[src/rtl/ddr3_tg_pkg.sv]
// Shared types and constants for the DDR3 traffic generator.
// Optional LFSR pattern build: define DDR3_LFSR_PATTERN_EN.
package ddr3_tg_pkg;

  typedef enum logic [2:0] {
    ST_IDLE,
    ST_WRITE,
    ST_READ,
    ST_WAIT_RD,
    ST_DONE
  } tg_state_t;

  localparam logic [2:0]  CMD_WR    = 3'b000;
  localparam logic [2:0]  CMD_RD    = 3'b001;
  localparam logic [31:0] LFSR_POLY = 32'h8020_0003;

  // One right-shifting Galois step.
  function automatic logic [31:0] lfsr_step(input logic [31:0] s);
    return s[0] ? ((s >> 1) ^ LFSR_POLY) : (s >> 1);
  endfunction

endpackage

[src/rtl/ddr3_tg_pattern.sv]
// Pattern word generator; word_c is the word that becomes current after this edge.
// DDR3_LFSR_PATTERN_EN selects per-lane LFSRs instead of the index-based ramp.
module ddr3_tg_pattern #(
  parameter int unsigned DATA_W = 128,
  parameter logic [31:0] SEED   = 32'hA5A5_0000
) (
`ifdef DDR3_LFSR_PATTERN_EN
  input  logic              clk,
  input  logic              rst,
  input  logic              load,
  input  logic              step,
`else
  input  logic [15:0]       idx,
`endif
  output logic [DATA_W-1:0] word_c
);

  localparam int unsigned LANES = DATA_W / 32;

`ifdef DDR3_LFSR_PATTERN_EN
  import ddr3_tg_pkg::*;

  logic [31:0] lane_q [LANES];
  logic [31:0] lane_d [LANES];

  // Lookahead: reload on pass start, advance once per word.
  always_comb begin
    word_c = '0;
    for (int k = 0; k < LANES; k++) begin
      lane_d[k] = lane_q[k];
      if (load) begin
        lane_d[k] = SEED ^ 32'(k);
      end else if (step) begin
        lane_d[k] = lfsr_step(lane_q[k]);
      end
      word_c[32*k +: 32] = lane_d[k];
    end
  end

  always_ff @(posedge clk) begin
    for (int k = 0; k < LANES; k++) begin
      if (rst) begin
        lane_q[k] <= '0;
      end else begin
        lane_q[k] <= lane_d[k];
      end
    end
  end
`else
  always_comb begin
    word_c = '0;
    for (int k = 0; k < LANES; k++) begin
      word_c[32*k +: 32] = SEED + 32'(idx) + 32'(k);
    end
  end
`endif

endmodule

[src/rtl/ddr3_traffic_gen.sv]
// Writes a pattern to NUM_WORDS DDR3 locations, reads them back and counts mismatches.
// Build option: DDR3_LFSR_PATTERN_EN switches the pattern to per-lane LFSRs.
module ddr3_traffic_gen
  import ddr3_tg_pkg::*;
#(
  parameter int unsigned ADDR_W    = 28,
  parameter int unsigned DATA_W    = 128,
  parameter int unsigned NUM_WORDS = 256,
  parameter int unsigned ADDR_STEP = 8,
  parameter logic [31:0] SEED      = 32'hA5A5_0000
) (
  input  logic              clk_in,
  input  logic              rst,
  input  logic              start,
  input  logic              init_calib_complete,
  input  logic              app_rdy,
  output logic              app_en,
  output logic [2:0]        app_cmd,
  output logic [ADDR_W-1:0] app_addr,
  input  logic              app_wdf_rdy,
  output logic              app_wdf_wren,
  output logic              app_wdf_end,
  output logic [DATA_W-1:0] app_wdf_data,
  input  logic [DATA_W-1:0] app_rd_data,
  input  logic              app_rd_data_valid,
  output logic              busy,
  output logic              done,
  output logic              pass,
  output logic [15:0]       err_cnt,
  output logic [15:0]       first_err_idx
);

  localparam int unsigned      CNT_W   = $clog2(NUM_WORDS) + 1;
  localparam logic [CNT_W-1:0] LAST    = CNT_W'(NUM_WORDS - 1);
  localparam logic [CNT_W-1:0] END_CNT = CNT_W'(NUM_WORDS);

  function automatic logic [ADDR_W-1:0] word_addr(input logic [CNT_W-1:0] i);
    return ADDR_W'(32'(i) * 32'(ADDR_STEP));
  endfunction

  tg_state_t         state_q, state_d;
  logic [CNT_W-1:0]  wr_idx_q, wr_idx_d, rd_idx_q, rd_idx_d, chk_idx_q, chk_idx_d;
  logic              cmd_ok_q, cmd_ok_d, dat_ok_q, dat_ok_d, err_seen_q, err_seen_d;
  logic              cmp_vld_q, cmp_vld_d, cmp_bad_q, cmp_bad_d;
  logic [15:0]       cmp_idx_q, cmp_idx_d;
  logic [DATA_W-1:0] exp_word_q, wr_word_c, chk_word_c;

  logic              app_en_d, app_wdf_wren_d, busy_d, done_d, pass_d;
  logic [2:0]        app_cmd_d;
  logic [ADDR_W-1:0] app_addr_d;
  logic [DATA_W-1:0] app_wdf_data_d;
  logic [15:0]       err_cnt_d, first_err_idx_d;

  logic cmd_acc_c, dat_acc_c, pass_start_c, word_adv_c, chk_hit_c, abort_c;

  assign cmd_acc_c    = app_en && app_rdy;
  assign dat_acc_c    = app_wdf_wren && app_wdf_rdy;
  assign pass_start_c = (state_q == ST_IDLE || state_q == ST_DONE) && start && init_calib_complete;
  assign word_adv_c   = (state_q == ST_WRITE) && (cmd_ok_q || cmd_acc_c) && (dat_ok_q || dat_acc_c);
  assign chk_hit_c    = (state_q == ST_READ || state_q == ST_WAIT_RD) && app_rd_data_valid
                        && (chk_idx_q != END_CNT);
  assign abort_c      = !init_calib_complete
                        && (state_q == ST_WRITE || state_q == ST_READ || state_q == ST_WAIT_RD);

`ifdef DDR3_LFSR_PATTERN_EN
  ddr3_tg_pattern #(.DATA_W(DATA_W), .SEED(SEED)) u_wr_pat (
    .clk(clk_in), .rst(rst), .load(pass_start_c), .step(word_adv_c), .word_c(wr_word_c)
  );
  ddr3_tg_pattern #(.DATA_W(DATA_W), .SEED(SEED)) u_chk_pat (
    .clk(clk_in), .rst(rst), .load(pass_start_c), .step(chk_hit_c), .word_c(chk_word_c)
  );
`else
  logic [15:0] wr_pat_idx, chk_pat_idx;
  // Write data is only loaded at pass start (word 0) or on advancing to wr_idx+1.
  assign wr_pat_idx  = (state_q == ST_WRITE) ? 16'(wr_idx_q + CNT_W'(1)) : 16'd0;
  assign chk_pat_idx = pass_start_c ? 16'd0
                     : (chk_hit_c ? 16'(chk_idx_q + CNT_W'(1)) : 16'(chk_idx_q));
  ddr3_tg_pattern #(.DATA_W(DATA_W), .SEED(SEED)) u_wr_pat (
    .idx(wr_pat_idx), .word_c(wr_word_c)
  );
  ddr3_tg_pattern #(.DATA_W(DATA_W), .SEED(SEED)) u_chk_pat (
    .idx(chk_pat_idx), .word_c(chk_word_c)
  );
`endif

  always_comb begin
    state_d         = state_q;
    app_en_d        = app_en;
    app_cmd_d       = app_cmd;
    app_addr_d      = app_addr;
    app_wdf_wren_d  = app_wdf_wren;
    app_wdf_data_d  = app_wdf_data;
    wr_idx_d        = wr_idx_q;
    rd_idx_d        = rd_idx_q;
    chk_idx_d       = chk_idx_q;
    cmd_ok_d        = cmd_ok_q;
    dat_ok_d        = dat_ok_q;
    busy_d          = busy;
    done_d          = done;
    pass_d          = pass;
    err_cnt_d       = err_cnt;
    first_err_idx_d = first_err_idx;
    err_seen_d      = err_seen_q;
    cmp_vld_d       = 1'b0;
    cmp_bad_d       = 1'b0;
    cmp_idx_d       = cmp_idx_q;

    // Second stage of the read-data check: apply last cycle's compare.
    if (cmp_vld_q && cmp_bad_q) begin
      if (err_cnt != 16'hFFFF) err_cnt_d = err_cnt + 16'd1;
      if (!err_seen_q) begin
        first_err_idx_d = cmp_idx_q;
        err_seen_d      = 1'b1;
      end
    end

    if (chk_hit_c) begin
      cmp_vld_d = 1'b1;
      cmp_bad_d = (app_rd_data != exp_word_q);
      cmp_idx_d = 16'(chk_idx_q);
      chk_idx_d = chk_idx_q + CNT_W'(1);
    end

    case (state_q)
      ST_IDLE, ST_DONE: begin
        if (pass_start_c) begin
          state_d         = ST_WRITE;
          busy_d          = 1'b1;
          done_d          = 1'b0;
          pass_d          = 1'b0;
          err_cnt_d       = '0;
          first_err_idx_d = '0;
          err_seen_d      = 1'b0;
          wr_idx_d        = '0;
          rd_idx_d        = '0;
          chk_idx_d       = '0;
          cmd_ok_d        = 1'b0;
          dat_ok_d        = 1'b0;
          app_en_d        = 1'b1;
          app_cmd_d       = CMD_WR;
          app_addr_d      = '0;
          app_wdf_wren_d  = 1'b1;
          app_wdf_data_d  = wr_word_c;
        end
      end
      ST_WRITE: begin
        if (cmd_acc_c) app_en_d = 1'b0;
        if (dat_acc_c) app_wdf_wren_d = 1'b0;
        if (word_adv_c) begin
          cmd_ok_d = 1'b0;
          dat_ok_d = 1'b0;
          wr_idx_d = wr_idx_q + CNT_W'(1);
          app_en_d = 1'b1;
          if (wr_idx_q == LAST) begin
            state_d    = ST_READ;
            app_cmd_d  = CMD_RD;
            app_addr_d = '0;
          end else begin
            app_wdf_wren_d = 1'b1;
            app_addr_d     = word_addr(wr_idx_q + CNT_W'(1));
            app_wdf_data_d = wr_word_c;
          end
        end else begin
          cmd_ok_d = cmd_ok_q || cmd_acc_c;
          dat_ok_d = dat_ok_q || dat_acc_c;
        end
      end
      ST_READ: begin
        if (cmd_acc_c) begin
          rd_idx_d = rd_idx_q + CNT_W'(1);
          if (rd_idx_q == LAST) begin
            app_en_d = 1'b0;
            state_d  = ST_WAIT_RD;
          end else begin
            app_addr_d = word_addr(rd_idx_q + CNT_W'(1));
          end
        end
      end
      ST_WAIT_RD: begin
        if (chk_idx_q == END_CNT) begin
          state_d = ST_DONE;
          busy_d  = 1'b0;
          done_d  = 1'b1;
          pass_d  = (err_cnt_d == 16'd0);
        end
      end
      default: state_d = ST_IDLE;
    endcase

    // Calibration loss drops the pass but keeps the counters for inspection.
    if (abort_c) begin
      state_d        = ST_IDLE;
      busy_d         = 1'b0;
      done_d         = 1'b0;
      app_en_d       = 1'b0;
      app_wdf_wren_d = 1'b0;
      cmd_ok_d       = 1'b0;
      dat_ok_d       = 1'b0;
    end
  end

  always_ff @(posedge clk_in) begin
    if (rst) begin
      state_q       <= ST_IDLE;
      app_en        <= 1'b0;
      app_cmd       <= '0;
      app_addr      <= '0;
      app_wdf_wren  <= 1'b0;
      app_wdf_end   <= 1'b0;
      app_wdf_data  <= '0;
      wr_idx_q      <= '0;
      rd_idx_q      <= '0;
      chk_idx_q     <= '0;
      cmd_ok_q      <= 1'b0;
      dat_ok_q      <= 1'b0;
      busy          <= 1'b0;
      done          <= 1'b0;
      pass          <= 1'b0;
      err_cnt       <= '0;
      first_err_idx <= '0;
      err_seen_q    <= 1'b0;
      cmp_vld_q     <= 1'b0;
      cmp_bad_q     <= 1'b0;
      cmp_idx_q     <= '0;
      exp_word_q    <= '0;
    end else begin
      state_q       <= state_d;
      app_en        <= app_en_d;
      app_cmd       <= app_cmd_d;
      app_addr      <= app_addr_d;
      app_wdf_wren  <= app_wdf_wren_d;
      app_wdf_end   <= app_wdf_wren_d;
      app_wdf_data  <= app_wdf_data_d;
      wr_idx_q      <= wr_idx_d;
      rd_idx_q      <= rd_idx_d;
      chk_idx_q     <= chk_idx_d;
      cmd_ok_q      <= cmd_ok_d;
      dat_ok_q      <= dat_ok_d;
      busy          <= busy_d;
      done          <= done_d;
      pass          <= pass_d;
      err_cnt       <= err_cnt_d;
      first_err_idx <= first_err_idx_d;
      err_seen_q    <= err_seen_d;
      cmp_vld_q     <= cmp_vld_d;
      cmp_bad_q     <= cmp_bad_d;
      cmp_idx_q     <= cmp_idx_d;
      exp_word_q    <= chk_word_c;
    end
  end

endmodule

[config.mk]
export PLATFORM = sky130hd
export DESIGN_NAME = ddr3_traffic_gen
export DESIGN_NICKNAME = d
export VERILOG_FILES = /design/src/rtl/ddr3_tg_pkg.sv /design/src/rtl/ddr3_tg_pattern.sv /design/src/rtl/ddr3_traffic_gen.sv
export SDC_FILE = /design/constraint.sdc
export NUM_CORES = 1
export LEC_CHECK = 0
export CORE_UTILIZATION = 40
export CTS_CLUSTER_SIZE = 20
export DETAILED_ROUTE_END_ITERATION = 6
export GPL_TIMING_DRIVEN = 0
export PLACE_DENSITY = 0.76
export SYNTH_ARGS = -nofsm -noshare
export SYNTH_HDL_FRONTEND = slang
export SYNTH_SLANG_ARGS = --single-unit
[constraint.sdc]
create_clock -name clk_in -period 2.4 [get_ports clk_in]
set_input_delay 0.48 -clock clk_in [delete_from_list [all_inputs] [get_ports clk_in]]
set_output_delay 0.48 -clock clk_in [all_outputs]
set_load 0.05 [all_outputs]
==> out/results.ini <==
[yosys]
syn-cell-area_um2 = 9140
synth-edff-count = 0
ys_types = 63
seq_area_frac_synth = 0.383
avgSynthCellArea_um2 = 8.08
synth_cells = 1131
synth-seq-cells = 175
async_flop_share = 0
synth_ff_type = dfxtp_1
synth_warnings = 0

[drt]
drtIter0Drc = 488
drc_errors = 0
vias_per_cell = 5.11
wirelength_mm = 30.9
ant_nets = 0
wl_per_cell_um = 17.0
via_count = 9291
first_pass_iters = 5

[global_routing]
grt_pass1_wl_mm = 47.3
grt_overflow = 0
grt_antenna_before_repair = 4
grt_busiest_layer = met2
grt_use_met2 = 0.459
met3_usage = 0.0621
grt_use_total = 0.254
grt_max_degree = 34
grt_pass1_vias = 9084
grtUsageMet1 = 0.276

[cts]
clockBufferDepth = 2
clock_latency_ps = 440
clock-sinks = 175
h-tree-depth = 4
root_buffer = clkbuf_16
holdBufCountCts = 0
cts_tree = done
cts_made_buffers = 17
clk_pin_slew_worst_paths_ps = 60

[timing]
setup_violations = 3
finalHoldViolCount = 0
setup_slack_ps = -43.4
hold_ws_ps = 453
rsz0062_at_grt = yes
worst_slew_pin_slew_ps = 1170
skew_ps = 9.45
max_freq_ghz = 0.409
relSlewSlack = 0.213
slew_viol_final = 0
final.min_clock_period_ps = 2440
fin_crit_sh = 1.02

[final_layout]
fill_cells = 1870
regArea_um2 = 3560
multiInputGateArea_um2 = 5370
synthToLayoutAreaGrowth_pct = 52.2
fin_nets = 1671
drive_gt1_frac = 0.200

[power]
combinationalPowerShare = 0.307
ir_drop_v = 0.000501
switchingPower_mw = 2.98
power_frac_seq = 0.368
swShare = 0.354
power_leakage_nw = 5.59
power_density_nw_per_um2 = 604
internal_power_mw = 5.43
clockPowerShare = 0.325

[die]
initial_core_util = 0.414
fp-row-count = 54
design.die.area_um2 = 23500
die_h_um = 153
fp.coreArea_um2 = 22100
fp.dieW_um = 153
ioPinCount = 332

[critical_path]
crit_arrival_ps = 2740
crit_fanout = 8
path_class = flip-flop to flip-flop
cp.required_ps = 2700
end_kind = flip-flop
critPathLaunchType = flip-flop

[outcome]
violations = negative setup slack
outcome = finished, violations left

[min_path]
holdCritPathClass = flip-flop to flip-flop

[job]
cap_violations = 0

[placed_design]
dp_slack_ps = -885
numPortBuffers = 256
dpl.hpwl_mm = 22.6
place.gp.congestion = 0.940

[critical path: stages (launching register included)]
cell and delay (ps):
dfxtp_1 440, nor4b_4 410, a21oi_4 150, mux2i_4 240
nor2_4 140, ha_4 170, a21oi_2 60, or4_4 450
xnor2_2 170, nor2_1 70
[metal layers]
metal | share of wire | vias up
met3 | 0.078 | 75
met5 | 0.00036 | -
met2 | 0.50 | 419
met1 | 0.39 | 4301
met4 | 0.036 | 2
li1 | - | 4494
[cell usage in the layout (no fill, tap or decap), drive strengths merged, types with 4 or more instances in the layout]
cell           Yosys  layout
nand4b             4       4
nand2            101     101
and3              16      16
or2                6       6
clkdlybuf4s50      0     224
o22ai             14      14
buf              117     166
a22o               5       5
nand2b             8       8
nor2             166     166
nand3             26      26
nor3              38      38
o21ai             19      19
inv               29      32
mux2i             16      16
a21oi             78      78
dlygate4sd2        0      31
clkbuf            44      52
xnor2             54      54
nand4             30      30
nor2b              5       5
dfxtp            175     175
a31oi              4       4
ha                15      15
or4                5       5
nor3b              5       5
a211oi            13      13
xor2              46      46
clkinv             1       9
conb               1      77
a22oi              4       4
nor4              39      39
and2               8       8
[power by group through the flow]
stage	Sequential, mW	Combinational, mW	Clock, mW
after detailed placement	3.15	2.57	0
final	3.09	2.58	2.73
after floorplan	3.43	1.46	0
after CTS	3.09	2.54	2.75
after global placement	3.15	2.56	0
after global routing	3.10	2.71	2.88
[cell type report]
class,count,share of cell area
diodes,3,0.000539
multi-input cells,841,0.386
clock buffers,18,0.0308
inverters,30,0.00881
repair buffers,306,0.210
flip-flops and latches,175,0.255
well taps,280,0.0252
clock inverters,14,0.0101
plain buffers,150,0.0730
[registers in the layout, indices dropped and copies added, names as in the netlist, 3 cells and up]
signal	cells
app_addr	9
first_err_idx	16
err_cnt	16
wr_idx_q	9
cmp_idx_q	9
state_q	3
chk_idx_q	9
rd_idx_q	9
app_wdf_data	42
exp_word_q	42
[logic make-up (layout without fill, tap and decap cells)]
kind of cell,count (synthesis),count (layout),synth area share
flops,175,175,0.383
fa+ha+maj,15,15,0.0205
simple gates,472,472,0.251
mux,17,17,0.0187
compound gates,160,160,0.107
buf+inv,191,518,0.124
other cells,1,80,0.000410
xor+xnor,100,100,0.0958
[final timing paths]
path	slack, ps	end	cells past startpoint	startpoint
worst max-delay path	-40	exp_word_q[103]	9	chk_idx_q[2]
worst min-delay path	450	app_wdf_data[4]	2	app_wdf_data[4]
worst max register to register	-40	exp_word_q[103]	9	chk_idx_q[2]
worst min register to register	450	app_wdf_data[4]	2	app_wdf_data[4]
[per-stage QoR]
step | std cells | setup TNS [ps] | utilization | power [mW] | area [µm²]
2_1_floorplan | 1207 | -34.4 | - | 4.89 | 9540
3_3_place_gp | 1743 | -44700 | 0.563 | 5.71 | 12400
3_5_place_dp | 1743 | -48840 | 0.563 | 5.73 | 12400
4_1_cts | 1807 | -47.2 | 0.612 | 8.38 | 13500
5_1_grt | 1817 | -841 | 0.630 | 8.69 | 13900
6_report | 1817 | -97.2 | 0.630 | 8.40 | 13900
[cell usage after synthesis, drive strengths merged (2+ instances only)]
cell type	n	area, µm²
nor2b	5	31.3
nand3b	2	15.0
buf	117	853
nor4	39	244
or3	2	12.5
a2bb2oi	3	26.3
a21oi	78	394
and2	8	50.1
o21ai	19	95.1
o22ai	14	87.6
or4	5	37.5
and3	16	100
nor3	38	201
xor2	46	403
and3b	2	17.5
clkbuf	44	165
inv	29	109
a211oi	13	97.6
a32oi	2	17.5
nand4bb	2	22.5
mux2i	16	160
and4	3	26.3
nor3b	5	42.5
nand3	26	130
a22oi	4	30.0
nand4	30	188
a31oi	4	25.0
nor2	166	623
nor4b	3	38.8
a2111oi	3	26.3
nand2	101	379
dfxtp	175	3500
or2	6	37.5
ha	15	188
nand4b	4	35.0
xnor2	54	473
a221oi	2	17.5
o31ai	2	20.0
nand2b	8	50.1
o2bb2ai	2	17.5
a22o	5	43.8
[what timing repair did]
item                                    CTS  global route
pin swaps                                19            22
gates cloned                              0             0
endpoints found under the setup margin  107            83
gates resized for setup                 102            77
endpoints found under the hold margin     0             0
buffers inserted                         38            12
(Power assumes the default switching activity.)
